### src/rtl/sensor_frame_pkg.sv
// Shared types and helpers for the sensor frame receiver.
// Build option: SENSOR_FRAME_CHKSUM_EN adds a trailing checksum byte per frame.
package sensor_frame_pkg;

    // Frame-level FSM
    typedef enum logic [1:0] {
        HUNT,
        COLLECT,
        CHK
    } state_t;

    // UART byte receiver FSM
    typedef enum logic [1:0] {
        U_IDLE,
        U_START,
        U_DATA,
        U_STOP
    } ustate_t;

    localparam logic [7:0] SYNC_DEFAULT = 8'hA5;

    // Bytes needed to carry one sample
    function automatic int bps(input int sample_w);
        return (sample_w + 7) / 8;
    endfunction

    // Byte index width for a frame of nch samples
    function automatic int idx_w(input int nch, input int sample_w);
        return $clog2(nch * bps(sample_w) + 1);
    endfunction

endpackage

### src/rtl/sensor_frame_rx_uart_byte_rx.sv
// 8N1 UART byte receiver: synchroniser, start-bit qualify, mid-bit sampling.
// A low stop bit drops the byte and pulses stop_err instead of byte_vld.
module uart_byte_rx
    import sensor_frame_pkg::*;
#(
    parameter int BAUD_DIV = 2604
) (
    input  logic       clk,
    input  logic       rst,
    input  logic       RX,
    output logic [7:0] byte_data,
    output logic       byte_vld,
    output logic       stop_err
);

    localparam int CW   = $clog2(BAUD_DIV);
    localparam int HALF = BAUD_DIV / 2;

    ustate_t       ustate;
    logic          rx_meta;
    logic          rx_sync;
    logic          rx_prev;
    logic [CW-1:0] cnt;
    logic [2:0]    bitn;
    logic [7:0]    shreg;

    // Synchronise the line, detect a falling edge, then sample each bit at its centre.
    // Hunting requires a high-to-low edge so a line stuck low after a bad stop bit
    // is not mistaken for a new start bit.
    always_ff @(posedge clk) begin
        if (rst) begin
            rx_meta   <= 1'b1;
            rx_sync   <= 1'b1;
            rx_prev   <= 1'b1;
            ustate    <= U_IDLE;
            cnt       <= '0;
            bitn      <= '0;
            shreg     <= '0;
            byte_data <= '0;
            byte_vld  <= 1'b0;
            stop_err  <= 1'b0;
        end else begin
            rx_meta  <= RX;
            rx_sync  <= rx_meta;
            rx_prev  <= rx_sync;
            byte_vld <= 1'b0;
            stop_err <= 1'b0;
            case (ustate)
                U_IDLE: begin
                    cnt <= '0;
                    if (rx_prev && !rx_sync) ustate <= U_START;
                end
                U_START: begin
                    if (cnt == CW'(HALF - 1)) begin
                        cnt  <= '0;
                        bitn <= '0;
                        // still low at mid start bit -> real start, otherwise a glitch
                        ustate <= rx_sync ? U_IDLE : U_DATA;
                    end else begin
                        cnt <= cnt + CW'(1);
                    end
                end
                U_DATA: begin
                    if (cnt == CW'(BAUD_DIV - 1)) begin
                        cnt   <= '0;
                        shreg <= {rx_sync, shreg[7:1]};
                        bitn  <= bitn + 3'd1;
                        if (bitn == 3'd7) ustate <= U_STOP;
                    end else begin
                        cnt <= cnt + CW'(1);
                    end
                end
                U_STOP: begin
                    if (cnt == CW'(BAUD_DIV - 1)) begin
                        cnt <= '0;
                        if (rx_sync) begin
                            byte_data <= shreg;
                            byte_vld  <= 1'b1;
                        end else begin
                            stop_err <= 1'b1;
                        end
                        ustate <= U_IDLE;
                    end else begin
                        cnt <= cnt + CW'(1);
                    end
                end
                default: ustate <= U_IDLE;
            endcase
        end
    end

endmodule

### src/rtl/sensor_frame_rx.sv
// Multi-channel sensor frame receiver: hunts SYNC_BYTE, collects NUM_CH big-endian
// samples into a shadow file and commits them to meas in one cycle.
// Build option: SENSOR_FRAME_CHKSUM_EN appends a two's-complement checksum byte.
module sensor_frame_rx
    import sensor_frame_pkg::*;
#(
    parameter int         BAUD_DIV  = 2604,
    parameter int         NUM_CH    = 3,
    parameter int         SAMPLE_W  = 14,
    parameter logic [7:0] SYNC_BYTE = SYNC_DEFAULT,
    parameter int         TIMEOUT   = 4 * 10 * BAUD_DIV
) (
    input  logic                       clk,
    input  logic                       rst,
    input  logic                       RX,
    output logic [NUM_CH*SAMPLE_W-1:0] meas,
    output logic                       frame_vld,
    output logic                       frame_err,
    output logic [7:0]                 err_cnt
);

    localparam int BPS    = bps(SAMPLE_W);
    localparam int NBYTES = NUM_CH * BPS;
    localparam int IDXW   = idx_w(NUM_CH, SAMPLE_W);
    localparam int TW     = $clog2(TIMEOUT + 1);
    localparam logic [IDXW-1:0] LAST  = IDXW'(NBYTES - 1);
    localparam logic [TW-1:0]   TLAST = TW'(TIMEOUT - 1);

    logic [7:0]                 rx_byte;
    logic                       byte_vld;
    logic                       stop_err;

    state_t                     state;
    logic [IDXW-1:0]            idx;
    logic [NBYTES-1:0][7:0]     shadow;
    logic [NBYTES-1:0][7:0]     shadow_in;
    logic [7:0]                 sum;
    logic [TW-1:0]              idle;
    logic [NUM_CH*SAMPLE_W-1:0] meas_in;
    logic [BPS*8-1:0]           word;
    logic                       chk_bad;
    logic                       drop;

    uart_byte_rx #(.BAUD_DIV(BAUD_DIV)) u_rx (
        .clk      (clk),
        .rst      (rst),
        .RX       (RX),
        .byte_data(rx_byte),
        .byte_vld (byte_vld),
        .stop_err (stop_err)
    );

    // Shadow file including the byte arriving this cycle, so the final byte can
    // be committed on the very edge that captures it.
    always_comb begin
        shadow_in = shadow;
        if (state == COLLECT && byte_vld) shadow_in[idx] = rx_byte;
    end

    // Assemble samples: first byte of a sample is MS, keep low SAMPLE_W bits.
    always_comb begin
        meas_in = '0;
        word    = '0;
        for (int c = 0; c < NUM_CH; c++) begin
            for (int b = 0; b < BPS; b++) word[(BPS-1-b)*8 +: 8] = shadow_in[c*BPS+b];
            meas_in[c*SAMPLE_W +: SAMPLE_W] = word[SAMPLE_W-1:0];
        end
    end

    // Frame drop conditions; an arriving byte always beats timeout expiry.
    always_comb begin
        chk_bad = 1'b0;
`ifdef SENSOR_FRAME_CHKSUM_EN
        chk_bad = (state == CHK) && (8'(sum + rx_byte) != 8'd0);
`endif
        drop = (state != HUNT) && (byte_vld ? chk_bad : (stop_err || idle == TLAST));
    end

    // Frame FSM with index, running sum, idle timer, commit and error counting.
    always_ff @(posedge clk) begin
        if (rst) begin
            state     <= HUNT;
            idx       <= '0;
            shadow    <= '0;
            sum       <= '0;
            idle      <= '0;
            meas      <= '0;
            frame_vld <= 1'b0;
            frame_err <= 1'b0;
            err_cnt   <= '0;
        end else begin
            frame_vld <= 1'b0;
            frame_err <= 1'b0;
            if (drop) begin
                frame_err <= 1'b1;
                state     <= HUNT;
                idle      <= '0;
                if (err_cnt != 8'hFF) err_cnt <= err_cnt + 8'd1;
            end else begin
                case (state)
                    HUNT: begin
                        idle <= '0;
                        if (byte_vld && rx_byte == SYNC_BYTE) begin
                            state <= COLLECT;
                            idx   <= '0;
                            sum   <= '0;
                        end
                    end
                    COLLECT: begin
                        if (byte_vld) begin
                            shadow <= shadow_in;
                            sum    <= sum + rx_byte;
                            idx    <= idx + IDXW'(1);
                            idle   <= '0;
                            if (idx == LAST) begin
`ifdef SENSOR_FRAME_CHKSUM_EN
                                state <= CHK;
`else
                                meas      <= meas_in;
                                frame_vld <= 1'b1;
                                state     <= HUNT;
`endif
                            end
                        end else begin
                            idle <= idle + TW'(1);
                        end
                    end
`ifdef SENSOR_FRAME_CHKSUM_EN
                    CHK: begin
                        // a bad checksum is handled by drop, so reaching here means it matched
                        if (byte_vld) begin
                            meas      <= meas_in;
                            frame_vld <= 1'b1;
                            state     <= HUNT;
                            idle      <= '0;
                        end else begin
                            idle <= idle + TW'(1);
                        end
                    end
`endif
                    default: state <= HUNT;
                endcase
            end
        end
    end

endmodule

### config.mk
export PLATFORM = sky130hd
export DESIGN_NAME = sensor_frame_rx
export DESIGN_NICKNAME = d
export VERILOG_FILES = /design/src/rtl/sensor_frame_pkg.sv /design/src/rtl/sensor_frame_rx_uart_byte_rx.sv /design/src/rtl/sensor_frame_rx.sv
export SDC_FILE = /design/constraint.sdc
export NUM_CORES = 1
export LEC_CHECK = 0
export CAP_MARGIN = 5
export CORE_UTILIZATION = 59
export CTS_BUF_LIST = sky130_fd_sc_hd__clkbuf_8
export DETAILED_ROUTE_END_ITERATION = 16
export PLACE_DENSITY = 0.82
export SYNTH_ARGS = -nofsm -noshare
export SYNTH_HDL_FRONTEND = slang
export SYNTH_HIERARCHICAL = 1
export SYNTH_SLANG_ARGS = --single-unit
### constraint.sdc
create_clock -name clk -period 2.9 [get_ports clk]
set_input_delay 0.435 -clock clk [delete_from_list [all_inputs] [get_ports clk]]
set_output_delay 0.435 -clock clk [all_outputs]
set_load 0.03 [all_outputs]
==> summary.md, run 1 <==
| Metric | Value |
|---|---|
| Status | `finished, final reports clean` |
| Number of fillers in the final layout | `741` |
| CP required | `roughly 3.2 ns` |
| Post-Synth Adder-Cell Area | `1.69%` |
| MaxCap Viol Count | `0` |
| P_leak | `2.27 nW` |
| F_max | `about 440 MHz` |
| DRT Pass-1 Iters | `4` |
| TritonCTS Sinks | `around 150` |
| GPL Wtd Cong | `~0.83` |
| Synthesized Nets | `between 600 and 700` |
| IO buf count | `54` |
| Worst-path clk slew | `0.09 ns` |
| Post-synthesis instance area | `0.00593 mm²` |
| Largest net degree at the start of global routing | `66` |
| Synth Area per Inst | `9.59 µm²` |
| Pwr per Cell Area | `534 mW/mm²` |
| Final Slew Violations | `0` |
| Total Routing Usage GR | `23.5%` |
| Final Hold Viols | `0` |
| Crit-path max FO | `11` |
| Vias | `4449` |
| Startpoint type of the worst setup path | `register` |
| Num CTS Buffers | `17` |
| CTS max path bufs | `2` |
| Final HPWL DP | `7.61 mm` |
| Vias per cell | `~5.5` |
| Post-synth EDFFs | `0` |
| Placed Area | `approximately 0.0065 mm²` |
| HP Start | `u_rx/rx_meta` |
| Gr ovfl total | `0` |
| Setup ws final | `0.615 ns` |
| IR drop worst, VDD | `~0.36 mV` |
| Reg2reg start | `idle[0]` |
| Antenna diode count | `0` |
| Seq/Total Area, Yosys | `between 50 and 60%` |
| WHS Path Cells | `1` |
| # nets final | `672` |
| Setup TNS | `0 ns` |
| Kind of critical path | `register to register` |
| TritonCTS clock tree | `done` |
| Post-route design area | `0.00693 mm²` |
| Die area | `0.0105 mm²` |
| FF-to-FF setup slack | `roughly 0.62 ns` |
| Area Growth Syn to Fin | `17.0%` |
| Gate Count Post-Synth | `618` |
| Compound-Gate Fraction of Synth Area | `9.14%` |
| Starting DRC count in detailed routing | `around 220` |
| Worst hold endpoint | `u_rx/rx_sync` |
| Simple-Gate Fraction of Synth Area | `21.7%` |
| Die Y | `102 µm` |
| Hold crit path type | `register to register` |
| Slew of the pin with the lowest slew margin | `0.785 ns` |
| Fraction of layout cells with a size suffix above 1 | `9.05%` |
| Fin Hold WS | `0.422 ns` |
| Crit. End Element | `register` |
| Post-route clock period utilization | `78.8%` |
| Synth warn | `6` |
| Top_reg_cell synth | `dfxtp_1` |
| Die width | `102 µm` |
| Row cnt | `36` |
| Worst clock skew | `0.0164 ns` |
| Setup bufs post-CTS | `0` |
| Core ar. | `0.00977 mm²` |
| Largest family of logic cells by synthesized area | `simple AND/OR/NAND/NOR gates` |
| Vias in the first global route | `3976` |
| Initial antenna violation count | `0` |
| Total Wirelength | `11.9 mm` |
| DRC viols | `0` |
| Most numerous cell in the Yosys netlist | `dfxtp_1` |
| Reg2reg path depth | `6` |
| H-tree Lvls | `4` |
| Post-Synth XOR/XNOR Area | `under 10%` |
| Post-synthesis cell type count | `53` |
| Tmin final | `around 2.3 ns` |
| Final setup vio count | `0` |
| Flops & latches, synth | `153` |
| Pre-CTS WS | `0.649 ns` |
| IO Pins | `55` |
| Cts hold-fix bufs | `0` |
| Initial Util | `between 60 and 70%` |
| CTS root buffer | `clkbuf_8` |
| Worst flop-to-flop path endpoint | `err_cnt[4]` |
| Remaining antenna violation count | `0` |
| Top area cells in the synthesized netlist | `dfxtp_1 (52%), mux2i_1 (8.6%), nor2_1 (8.6%), a211oi_1 (5.6%), xor2_1 (2.2%)` |
| First-pass GRT wire length | `19.0 mm` |
| Post-synth top area cell | `dfxtp_1` |
| PostCTS Resize Cnt | `0` |
| Asr flop ratio synth | `0%` |
| Post-synthesis mux area share | `9.05%` |
| RSZ-0062 raised after global routing | `false` |
| Wire per inst | `14.7 µm` |
| Yosys top cell area share | `a little over 50%` |
| Layout Utilization | `a little under three quarters` |
| Commonest cells post-synth | `dfxtp_1 (153), nor2_1 (136), mux2i_1 (51)` |
| Relative slew slack | `between 40% and 50%` |
| Crit path DAT | `2.61 ns` |
| Clock Latency Late Sink | `0.44 ns` |
## cell families (layout without fill, tap and decap cells)
group / after synthesis / count (layout)
AO/OA/AOI/OAI: 78 / 78
XOR/XNOR: 25 / 25
adder cells (fa/ha/maj): 8 / 8
buffers and inverters: 43 / 99
flip-flops: 153 / 153
multiplexers: 53 / 53
AND/OR/NAND/NOR: 258 / 258
## per-stage QoR
stage          cells  power [mW]
6_report         807        3.71
5_1_grt          807        3.83
4_1_cts          807        3.73
3_5_place_dp     775        2.19
3_3_place_gp     775        2.19
2_1_floorplan    618        2.18
## area by class of cell
type / instances / area, µm² / area share, %
Inverter: 10 / 37.5 / 0.541
Sequential cell: 153 / 3060 / 44.2
Clock inverter: 14 / 148 / 2.13
Clock buffer: 18 / 248 / 3.57
Multi-Input combinational cell: 422 / 2700 / 38.9
Timing Repair Buffer: 57 / 573 / 8.26
Tap cell: 133 / 166 / 2.40
## routing by layer
metal,vias up,track usage (%),share of wire (%)
met5,-,0,0
met4,0,7.14,0.87
met3,11,6.02,3.7
met2,95,38.4,49
met1,2103,30.7,46
li1,2240,-,-
## critical path, stage by stage, from the launching register on
cell	delay [ns]
dfxtp_1	0.38
ha_1	0.25
nand4_2	0.17
nor4_2	0.39
o21bai_1	0.27
nor4b_1	0.35
mux2_2	0.37
## how the worst max path moves through the flow
stage,startpoint,to,slack (ns),depth (start not counted)
5_1_grt,idle[0],err_cnt[4],0.37,6
4_1_cts,idle[0],err_cnt[4],0.62,6
6_report,idle[0],err_cnt[4],0.62,6
3_3_place_gp,idle[0],err_cnt[4],0.72,6
2_1_floorplan,idle[0],err_cnt[4],0.85,7
3_5_place_dp,idle[0],err_cnt[4],0.65,6
## cell usage in the layout, fill, tap and decap left out, types with 3 or more instances in the layout
cell             synthesis  layout
clkdlybuf4s50_1          0      53
or3_1                    4       4
inv_1                   10      10
and4_2                   3       3
inv_8                    0       4
a211oi_1                44      44
nor3_1                   6       6
nor2_1                 136     135
mux2i_1                 51      51
xnor2_1                 10      10
and3_1                   5       5
o31ai_1                  3       3
nor3b_1                  3       3
or4_1                    3       3
clkbuf_8                 0      18
nor2_2                   3       3
xor2_1                  15      15
nand4_1                  5       5
buf_4                    2       3
inv_6                    0       6
ha_1                     8       8
nand2_1                 33      33
nor2b_1                  5       5
nand3_1                 22      22
a21oi_1                 19      19
nand2b_1                 5       5
o21ai_0                  5       5
dfxtp_1                153     153
nor4_1                   3       3
## sequential cells by signal (all words and copies together), names as in the netlist, 3 cells and up, named ones only
register / count
meas: 42
err_cnt: 8
u_rx/bitn: 3
u_rx/shreg: 8
shadow: 42
u_rx/cnt: 12
idx: 3
idle: 17
u_rx/byte_data: 8
## power breakdown
part	total (mW)	switching (mW)	internal [mW]
Sequential	2.10	0.00317	2.10
Clock	1.56	0.892	0.671
Combinational	0.0379	0.0308	0.00715
Note: power is estimated with default switching activity, not from simulation.
==> run 2, diff against run 1 <==
Settings changed: CORE_UTILIZATION 59 to 53, PLACE_DENSITY 0.82 to 0.77.
Clock period 2.9 ns to 2.05 ns, I/O delays scaled along.
==> summary.md, run 2 (synthesized netlist as in run 1, its figures left out) <==
| Metric | Value |
|---|---|
| Worst clock skew | `approximately 0.011 ns` |
| Wire per inst | `around 15 µm` |
| Final Hold Viols | `0` |
| Final setup vio count | `0` |
| PostCTS Resize Cnt | `0` |
| Reg area | `~0.0031 mm²` |
| Vias in the first global route | `4413` |
| Status | `finished, final reports clean` |
| First-pass GRT wire length | `20.3 mm` |
| Pwr per Cell Area | `759 mW/mm²` |
| Final Non-Filler Cells | `between 800 and 900` |
| Slew of the pin with the lowest slew margin | `0.574 ns` |
| Reg2reg path depth | `4` |
| Area of the multi-input gates | `0.00271 mm²` |
| TritonCTS clock tree | `done` |
| Fraction of layout cells with a size suffix above 1 | `between 10% and 20%` |
| # nets final | `a little under 700` |
| CP required | `2.41 ns` |
| P_leak | `2.41 nW` |
| CTS max path bufs | `2` |
| Most common cell after layout, fill and taps aside | `dfxtp_1` |
| Dpl cells | `804` |
| Crit path DAT | `between 2 and 2.5 ns` |
| Cts hold-fix bufs | `0` |
| Setup TNS | `0 ns` |
| Startpoint type of the worst setup path | `register` |
| Total Wirelength | `between 10 and 15 mm` |
| Worst flop-to-flop path endpoint | `meas[9]` |
| Clock Latency Late Sink | `about 0.45 ns` |
| Initial Util | `54.4%` |
| FF-to-FF setup slack | `roughly 0.1 ns` |
| Antenna diode count | `0` |
| Placed Area | `0.00671 mm²` |
| Crit-path max FO | `6` |
| Die area | `0.0116 mm²` |
| Worst hold endpoint | `u_rx/ustate[0]` |
| Total Routing Usage GR | `~23%` |
| MaxCap Viol Count | `0` |
| Post-route clock period utilization | `95.1%` |
| IO buf count | `54` |
| Starting DRC count in detailed routing | `241` |
| Tmin final | `1.95 ns` |
| Row cnt | `38` |
| Initial antenna violation count | `0` |
| IO Pins | `55` |
| Num CTS Buffers | `17` |
| Reg2reg start | `idx[0]` |
| WHS Path Cells | `2` |
| TritonCTS Sinks | `153` |
| Hold crit path type | `input port to register` |
| Fin Hold WS | `approximately 0.13 ns` |
| Worst-path clk slew | `0.08 ns` |
| Largest net degree at the start of global routing | `59` |
| Area Growth Syn to Fin | `20.5%` |
| Gr ovfl total | `0` |
| Remaining antenna violation count | `0` |
| Vias per cell | `5.41` |
| Overall power | `5.42 mW` |
| Number of fillers in the final layout | `873` |
| Final Slew Violations | `0` |
| H-tree Lvls | `4` |
| Relative slew slack | `61.7%` |
| Setup bufs post-CTS | `0` |
| Final HPWL DP | `between 8 and 9 mm` |
| DRT Pass-1 Iters | `4` |
| CTS root buffer | `clkbuf_8` |
| Die width | `roughly 110 µm` |
| DRC viols | `0` |
| Kind of critical path | `register to register` |
| Post-route design area | `0.00715 mm²` |
| Largest regs | `meas (42), shadow (42), idle (17)` |
| Most frequent cells in the layout | `dfxtp_1 (153), nor2_1 (135), clkdlybuf4s50_1 (53), mux2i_1 (51), a211oi_1 (44)` |
| IR drop worst, VDD | `0.543 mV` |
| Core ar. | `0.0109 mm²` |
| Vias | `4519` |
| RSZ-0062 raised after global routing | `false` |
| HP Start | `rst` |
| Crit. End Element | `register` |
| GPL Wtd Cong | `between 0.8 and 0.9` |
| Die Y | `approximately 110 µm` |
| F_max | `513 MHz` |
[run 2: changes by cell type in the layout (fill, tap and decap cells not counted), moves of 2 or more]
cell	previous run	this run
buf_4	3	25
inv_6	6	1
inv_8	4	0
bufinv_16	0	3
inv_1	10	13
clkbuf_8	18	20
clkinv_8	2	0
[run 2: final cells by class]
| class | count | area share [%] |
|---|---|---|
| sequential | 153 | 42.9 |
| multi-input combinational | 422 | 37.9 |
| timing repair buffer | 79 | 10.3 |
| clock buffer | 20 | 3.85 |
| tap | 140 | 2.45 |
| clock inverter | 12 | 2.08 |
| inverter | 10 | 0.525 |
[run 2: worst max path at each step]
stage                     cells past startpoint         end    start  slack (ns)
after floorplan                               7  err_cnt[4]  idle[0]       0.003
after global placement                        6  err_cnt[6]  idle[1]        0.11
after detailed placement                      6  err_cnt[6]  idle[1]        0.04
after CTS                                     6  err_cnt[6]  idle[0]        0.02
after global routing                          5  err_cnt[6]  idle[8]       0.001
final                                         4     meas[9]   idx[0]         0.1
[run 2: report_power, final]
part           internal [mW]  switching [mW]  total (mW)
Clock                   1.30            1.09        2.39
Sequential              2.97         0.00458        2.98
Combinational         0.0134          0.0442      0.0576
Total                   4.28            1.14        5.42
[run 2: critical path: stages, from the launching register on]
cell,delay (ns)
dfxtp_1,0.36
nand2b_1,0.20
or4b_2,0.83
mux2i_1,0.20
a211oi_1,0.27
[run 2: per-layer routing]
metal	part of all wire (%)	up-vias	GRT usage [%]	routed length (µm)
met5	0	-	0	0
met2	49	79	37.0	5930
li1	-	2282	-	-
met1	46	2140	28.2	5630
met4	1.5	0	9.00	182
met3	3.6	18	5.63	441
[run 2: per-stage QoR]
stage,setup WS (ns),utilization (%)
2_1_floorplan,0.00269,-
6_report,0.100,65.6
4_1_cts,0.0180,65.5
3_5_place_dp,0.0387,61.7
5_1_grt,0.00149,65.6
3_3_place_gp,0.114,61.7
==> run 3, diff against run 2 <==
Settings changed: CORE_UTILIZATION 53 to 59, PLACE_DENSITY 0.77 to 0.82, SLEW_MARGIN set to 20.
Clock period 2.05 ns to 2.2 ns, I/O delays scaled along.
==> summary.md, run 3 (synthesized netlist as in run 1, its figures left out) <==
| Metric | Value |
|---|---|
| Die Y | `102 µm` |
| H-tree Lvls | `4` |
| Fin Hold WS | `between 0.1 and 0.15 ns` |
| Final setup vio count | `0` |
| Worst clock skew | `between 0.01 and 0.015 ns` |
| Setup TNS | `0 ns` |
| IO Pins | `55` |
| Pre-CTS WS | `0.0617 ns` |
| Row cnt | `36` |
| DRT Pass-1 Iters | `4` |
| Crit. End Element | `register` |
| Total Routing Usage GR | `approximately a quarter` |
| Final Slew Violations | `0` |
| CP required | `~2.5 ns` |
| IR drop worst, VDD | `0.544 mV` |
| Final HPWL DP | `8.16 mm` |
| Crit-path max FO | `9` |
| Initial antenna violation count | `0` |
| Hold crit path type | `input port to register` |
| Vias in the first global route | `slightly above 4000` |
| Worst-path clk slew | `0.08 ns` |
| # nets final | `684` |
| Area Growth Syn to Fin | `18.8%` |
| Layout Utilization | `72.1%` |
| GPL Wtd Cong | `0.856` |
| DRC viols | `0` |
| TritonCTS clock tree | `done` |
| RSZ-0062 raised after global routing | `false` |
| F_max | `just over 500 MHz` |
| IO buf count | `54` |
| First-pass GRT wire length | `19.1 mm` |
| Die area | `0.0105 mm²` |
| TritonCTS Sinks | `153` |
| Antenna diode count | `0` |
| Remaining antenna violation count | `0` |
| Tmin final | `1.99 ns` |
| Gr ovfl total | `0` |
| CTS max path bufs | `2` |
| Clock Latency Late Sink | `0.45 ns` |
| Startpoint type of the worst setup path | `register` |
| Initial Util | `60.7%` |
| Crit path DAT | `2.30 ns` |
| MaxCap Viol Count | `0` |
| Num CTS Buffers | `17` |
| Kind of critical path | `register to register` |
| Die width | `102 µm` |
| Pwr per Cell Area | `695 mW/mm²` |
| Wire per inst | `14.5 µm` |
| Most frequent cells in the layout | `dfxtp_1 (153), nor2_1 (135), clkdlybuf4s50_1 (53), mux2i_1 (51), a211oi_1 (44)` |
| Setup ws final | `0.212 ns` |
| Slew of the pin with the lowest slew margin | `~0.8 ns` |
| Reg area | `0.00306 mm²` |
| Final Hold Viols | `0` |
| Area of the multi-input gates | `0.00271 mm²` |
| Number of fillers in the final layout | `roughly 730` |
| Core ar. | `0.00977 mm²` |
| Status | `finished, final reports clean` |
| Largest net degree at the start of global routing | `59` |
| Most common cell after layout, fill and taps aside | `dfxtp_1` |
| Vias per cell | `approximately 5.5` |
| Fraction of layout cells with a size suffix above 1 | `10.5%` |
| Setup bufs post-CTS | `0` |
| Vias | `4502` |
| Total Wirelength | `11.9 mm` |
| Relative slew slack | `45.1%` |
| Largest regs | `meas (42), shadow (42), idle (17)` |
| Starting DRC count in detailed routing | `166` |
| P_leak | `2.34 nW` |
| Post-route clock period utilization | `between 90% and 100%` |
| CTS root buffer | `clkbuf_8` |
run 3: cell type report:
| class | instances | area share (%) |
|---|---|---|
| Clock buffer | 19 | 3.71 |
| Inverter | 10 | 0.533 |
| Clock inverter | 13 | 1.83 |
| Timing Repair Buffer | 69 | 9.59 |
| Tap cell | 133 | 2.36 |
| Multi-Input combinational cell | 422 | 38.5 |
| Sequential cell | 153 | 43.5 |
run 3: repair_timing:
| action | 4_1_cts | 5_1_grt |
|---|---|---|
| hold buffers | 0 | 0 |
| endpoints found under the setup margin | 0 | 3 |
| gates resized for setup | 0 | 2 |
run 3: routing by layer:
metal  up-vias  routed length (µm)  GRT usage, %
met4         0                 166          9.89
met2        85                5780          39.8
met1      2141                5460          29.5
met5         -                   0             0
met3        16                 456          7.05
li1       2260                   -             -
run 3: power breakdown:
group | total (mW) | internal, mW | switching, mW
Clock | 2.07 | 1.06 | 1.01
Sequential | 2.77 | 2.77 | 0.00436
Combinational | 0.0514 | 0.0105 | 0.0409
run 3: worst paths after layout:
path / start / end / cells past startpoint / slack [ns]
min reg2reg: u_rx/rx_meta / u_rx/rx_sync / 1 / 0.43
max: err_cnt[0] / err_cnt[3] / 6 / 0.21
max reg2reg: err_cnt[0] / err_cnt[3] / 6 / 0.21
min: rst / err_cnt[7] / 2 / 0.15
run 3: through the flow:
step / std cells / area, µm² / total power, mW
2_1_floorplan: 618 / 5930 / 2.88
3_3_place_gp: 787 / 6640 / 2.89
3_5_place_dp: 787 / 6640 / 2.89
4_1_cts: 819 / 7030 / 4.93
5_1_grt: 819 / 7040 / 5.05
6_report: 819 / 7040 / 4.89
run 3: critical path, cell delays in order, from the launching register on:
cell     delay, ns
dfxtp_1       0.41
ha_1          0.22
nand3_1       0.11
nor3_1        0.64
or3_1         0.27
or3_2         0.14
a21oi_1       0.06
